$ cat src/rtl/hazard_forward_unit.sv
// Forwarding and load-use hazard unit: tracks the EX/MEM destination registers and
// produces registered EX operand-mux selects, a one-cycle load-use stall and a stall counter.
module hazard_forward_unit #(
    parameter int unsigned REG_ADDR_W = 5,
    parameter int unsigned CNT_W      = 32
) (
    input  logic                  CLK,
    input  logic                  RESET,
    input  logic                  ID_VALID,
    input  logic [REG_ADDR_W-1:0] ID_RS,
    input  logic [REG_ADDR_W-1:0] ID_RT,
    input  logic                  ID_USE_RS,
    input  logic                  ID_USE_RT,
    input  logic [REG_ADDR_W-1:0] ID_RD,
    input  logic                  ID_REGWRITE,
    input  logic                  ID_MEMREAD,
    input  logic                  FLUSH,
    output logic                  STALL,
    output logic [1:0]            FWD_A,
    output logic [1:0]            FWD_B,
    output logic                  EX_BUBBLE,
    output logic [CNT_W-1:0]      STALL_CNT
);

    localparam logic [1:0] SEL_RF  = 2'd0;
    localparam logic [1:0] SEL_EX  = 2'd1;
    localparam logic [1:0] SEL_MEM = 2'd2;

    logic                  ex_valid;
    logic [REG_ADDR_W-1:0] ex_rd;
    logic                  ex_regwrite;
    logic                  ex_memread;
    logic                  mem_valid;
    logic [REG_ADDR_W-1:0] mem_rd;
    logic                  mem_regwrite;

    logic ex_wr;
    logic mem_wr;
    logic ex_match_rs;
    logic ex_match_rt;
    logic mem_match_rs;
    logic mem_match_rt;
    logic hz;
    logic [1:0] sel_a;
    logic [1:0] sel_b;

    // Producer matches; register 0 is hard-wired and never forwards.
    always_comb begin
        ex_wr        = ex_valid  & ex_regwrite  & (ex_rd  != '0);
        mem_wr       = mem_valid & mem_regwrite & (mem_rd != '0);
        ex_match_rs  = ex_wr  & (ex_rd  == ID_RS);
        ex_match_rt  = ex_wr  & (ex_rd  == ID_RT);
        mem_match_rs = mem_wr & (mem_rd == ID_RS);
        mem_match_rt = mem_wr & (mem_rd == ID_RT);
    end

    // Load-use hazard: a load in EX feeds a used source of the ID instruction.
    always_comb begin
        hz    = ID_VALID & ~FLUSH & ex_memread &
                ((ID_USE_RS & ex_match_rs) | (ID_USE_RT & ex_match_rt));
        STALL = hz;
    end

    // Newest producer (EX) wins over MEM.
    always_comb begin
        sel_a = SEL_RF;
        sel_b = SEL_RF;
        if (ID_USE_RS) begin
            if (ex_match_rs)       sel_a = SEL_EX;
            else if (mem_match_rs) sel_a = SEL_MEM;
        end
        if (ID_USE_RT) begin
            if (ex_match_rt)       sel_b = SEL_EX;
            else if (mem_match_rt) sel_b = SEL_MEM;
        end
    end

    always_ff @(posedge CLK or posedge RESET) begin
        if (RESET) begin
            ex_valid     <= 1'b0;
            ex_rd        <= '0;
            ex_regwrite  <= 1'b0;
            ex_memread   <= 1'b0;
            mem_valid    <= 1'b0;
            mem_rd       <= '0;
            mem_regwrite <= 1'b0;
            FWD_A        <= SEL_RF;
            FWD_B        <= SEL_RF;
            EX_BUBBLE    <= 1'b1;
            STALL_CNT    <= '0;
        end else begin
            mem_valid    <= ex_valid;
            mem_rd       <= ex_rd;
            mem_regwrite <= ex_regwrite;

            if (FLUSH || !ID_VALID || hz) begin
                ex_valid    <= 1'b0;
                ex_rd       <= '0;
                ex_regwrite <= 1'b0;
                ex_memread  <= 1'b0;
                FWD_A       <= SEL_RF;
                FWD_B       <= SEL_RF;
                EX_BUBBLE   <= 1'b1;
            end else begin
                ex_valid    <= 1'b1;
                ex_rd       <= ID_RD;
                ex_regwrite <= ID_REGWRITE;
                ex_memread  <= ID_MEMREAD;
                FWD_A       <= sel_a;
                FWD_B       <= sel_b;
                EX_BUBBLE   <= 1'b0;
            end

            // Saturating performance counter.
            if (hz && (STALL_CNT != '1))
                STALL_CNT <= STALL_CNT + CNT_W'(1);
        end
    end

endmodule

$ cat config.mk
export PLATFORM = sky130hd
export DESIGN_NAME = hazard_forward_unit
export DESIGN_NICKNAME = d
export VERILOG_FILES = /design/src/rtl/hazard_forward_unit.sv
export SDC_FILE = /design/constraint.sdc
export NUM_CORES = 1
export LEC_CHECK = 0
export CAP_MARGIN = 20
export CORE_AREA = 5 5 77 79
export CTS_CLUSTER_SIZE = 30
export DETAILED_ROUTE_END_ITERATION = 8
export DIE_AREA = 0 0 82 84
export PLACE_DENSITY = 0.89
export SYNTH_ARGS = -nofsm -noshare
export SYNTH_HDL_FRONTEND = slang
export SYNTH_SLANG_ARGS = --single-unit
$ cat constraint.sdc
create_clock -name CLK -period 2.5 [get_ports CLK]
set_input_delay 0.5 -clock CLK [delete_from_list [all_inputs] [get_ports CLK]]
set_output_delay 0.5 -clock CLK [all_outputs]
set_load 0.005 [all_outputs]
==> flow_results.org <==
** Setup path
- R2R Setup Slk :: 80 ps
- The critical path is of the reg -> reg type.
- In this run the worst path has a maximum fanout of 8.
- CP Data Required Time :: 2700 ps
- Crit path DAT :: 2620 ps
- Capturing element type of the critical path :: flop
- The worst setup path is launched from a flop.

** Clocking
- Cell at the root of the clock tree :: sky130_fd_sc_hd__clkbuf_8
- Clock sink count :: 52
- Clock tree from TritonCTS :: yes
- Clock tree synthesis inserted a total of 5 buffers.
- The H-tree generated during clock tree synthesis spans 2 levels.
- Clock buffer depth :: 2
- Hold repair after CTS inserted 0 buffers.
- The later pin in the worst-skew pair is clocked with a latency of 300 ps.
- After clock tree synthesis, the clock-pin slew on the worst setup and hold paths is 100 ps.

** Floorplanning
- Area of the placeable core :: 5270 um2
- Row cnt :: 27
- Ports placed on the boundary :: 61
- X dimension of the die :: 82 um
- The die covers 6890 um2.
- Once the floorplan was initialized, standard cells occupied 46.0% of the core.
- Die H :: 84 um

** Routing
- DRC violation total after the first TritonRoute iteration :: 80
- DRT Pass-1 Iters :: 4
- Dividing the detail-routed wire length by the instance count gives 14.9 um.
- For this block, the via count after detailed routing is 1984.
- Vias per inst :: 5.14
- Total wire length :: 5750 um
- In the routed design, unresolved DRC markers number 0.
- Post-DRT Antenna Nets :: 0

** Min path
- Worst hold path class :: reg -> reg

** Logic synthesis
- Synthesized netlist cell count :: 222
- Dominant cells by area after synthesis :: sky130_fd_sc_hd__dfrtp_1, sky130_fd_sc_hd__xor2_1, sky130_fd_sc_hd__xnor2_1
- The average instance in the mapped netlist occupies 10.9 um2.
- When the netlist entered floorplanning its net count stood at 246.
- Count of state elements after synthesis :: 52
- The synthesized design spends more area on one cell type than any other, namely sky130_fd_sc_hd__dfrtp_1.
- During synthesis, Yosys emitted a total of 0 warnings.
- Summing every instance area after synthesis gives 2420 um2.
- Distinct cells, synth :: 31
- Proportion of synthesized chip area in sequential cells :: 53.7%
- The synthesized design devotes to its leading area cell type 52.6% of total area.

** Cells and area
- Layout overhead on the synthesized area :: 44.7%
- Post-Layout Inst Area :: 3510 um2
- Register area :: 1300 um2
- The number of antenna diodes in the final layout is 0.
- Fillcell total :: 420
- For this run, the post-layout net count is 337.
- Leaving out fill and tap cells, the most frequent cell in the layout is sky130_fd_sc_hd__clkdlybuf4s50_1.
- Fraction of final layout cells with drive strength greater than 1 :: 19.4%
- Leaving out fill and tap cells, the most frequent cells in the layout are sky130_fd_sc_hd__clkdlybuf4s50_1, sky130_fd_sc_hd__dfrtp_1, sky130_fd_sc_hd__xor2_1.
- Measured on the finished design, the core utilization comes to 66.6%.
- Multi-input logic area :: 1170 um2

** Placed design
- Detailed placement finished with a half-perimeter wire length of 4470 um.
- Input and output buffers added on the ports amount to 60.
- Routability congestion estimate from global placement :: 0.877
- After detailed placement, the total cell area comes to 3270 um2.

** GRT
- Global routing used 18.1% of the available tracks.
- Largest net degree at the start of global routing :: 28
- Wire length of the first global-routing pass :: 9650 um
- Total global routing overflow :: 0
- Antenna violations before repair :: 0
- The number of global-route vias before repair was 2031.

** STA
- Max frequency :: 413 MHz
- Max-Slew Margin vs Limit :: 55.9%
- Final Critical Period :: 2420 ps
- The clock arrives with 7.90 ps of skew.
- Max-slew violation count :: 0
- Final number of setup-violating endpoints :: 0
- Final hold viol count :: 0
- Setup total negative slack on the finished layout was measured at 0 ps.
- Final worst-path cycle share :: 96.8%
- At the pin with the least slew margin, the transition time is 661 ps.

** Power and ir drop
- Summed over all cells, the static leakage comes to 1.60 nW.
- Max VDD drop :: 0.000339 V
- Ratio of total power to cell area :: 420 nW/um2

** Run status
- Run status :: finished, final reports clean

** Flow run
- Number of max-cap violations :: 0
Yosys cell counts, drive strengths merged:
library cell,count
or3,4
nor2,7
and2,8
dfrtp,51
a2111o,1
nor4,8
a31o,1
nand2,14
o211ai,1
or4,3
nand3,13
ha,1
buf,4
and3,7
mux2,1
xor2,33
nand4,12
a21oi,2
nand2b,1
dfstp,1
nand3b,2
and4,1
nor3b,1
nor2b,1
a21o,1
o311a,1
inv,8
nor3,16
xnor2,18
through the flow:
stage               instances  worst slack [ps]  total power (W)  hold WS, ps
floorplan                 222               386         0.000919          354
global placement          373              -384         0.000987          362
detailed placement        373              -382         0.000991          384
CTS                       383             0.628          0.00149          405
global route              386             -7.88          0.00154          406
finish                    386              80.1          0.00147          401
cell families (layout without fill, tap and decap cells):
group / after synthesis / count (layout) / synth area share, %
flops: 52 / 52 / 53.7
mux: 1 / 1 / 0.464
simple gates: 98 / 98 / 22.5
buf+inv: 12 / 104 / 2.06
xor+xnor: 51 / 51 / 18.4
compound gates: 7 / 7 / 2.27
fa+ha+maj: 1 / 1 / 0.516
cell type report:
type                    count  share of cell area (%)
clock buffers               6                    2.35
clock inverters             2                   0.392
inverters                   8                   0.856
multi-input cells         158                    33.3
flip-flops and latches     52                    37.2
well taps                  72                    2.57
repair buffers             88                    23.3
state kept, by name, summed over array words and instances, names as in the netlist:
| register | flops |
|---|---|
| EX_BUBBLE | 1 |
| ex_memread | 1 |
| FWD_B | 2 |
| mem_rd | 5 |
| mem_regwrite | 1 |
| ex_valid | 1 |
| ex_rd | 5 |
| ex_regwrite | 1 |
| FWD_A | 2 |
| STALL_CNT | 32 |
| mem_valid | 1 |
worst max-delay path, cell delays in order, from the launching register on:
cell,delay [ps]
sky130_fd_sc_hd__dfrtp_1,440
sky130_fd_sc_hd__or3_1,380
sky130_fd_sc_hd__o311a_4,340
sky130_fd_sc_hd__nand4_1,140
sky130_fd_sc_hd__buf_4,130
sky130_fd_sc_hd__buf_4,90
sky130_fd_sc_hd__buf_4,110
sky130_fd_sc_hd__a21o_4,170
sky130_fd_sc_hd__buf_4,180
sky130_fd_sc_hd__mux2_2,330
final timing paths:
check	from	end	cells past startpoint
min reg2reg	ex_regwrite	mem_regwrite	0
max in group asynchronous	RESET	EX_BUBBLE	3
min	ex_regwrite	mem_regwrite	0
max	ex_rd[1]	STALL_CNT[1]	9
max reg2reg	ex_rd[1]	STALL_CNT[1]	9
min in group asynchronous	RESET	STALL_CNT[2]	3
routing by layer:
metal / track usage [%] / wire (um) / part of all wire (%) / up-vias
met5: 0 / 0 / 0 / -
met4: 8.01 / 101 / 1.8 / 0
met3: 2.59 / 239 / 4.2 / 10
met2: 30.3 / 3020 / 53 / 60
met1: 22.8 / 2390 / 42 / 967
li1: - / - / - / 947
report_power, final:
part	internal (W)	switching [W]	total (W)
combinational	0.0000661	0.0000507	0.000117
sequential	0.000852	0.00000993	0.000861
clock	0.000227	0.000270	0.000496
total	0.00114	0.000330	0.00147
timing repair:
action | in CTS | in global routing
gates resized for setup | 18 | 8
pin swaps | 3 | 2
setup buffers | 2 | 3
endpoints found under the hold margin | 0 | 0
setup endpoints to repair | 1 | 29
Power figures use the tool's default switching activity.
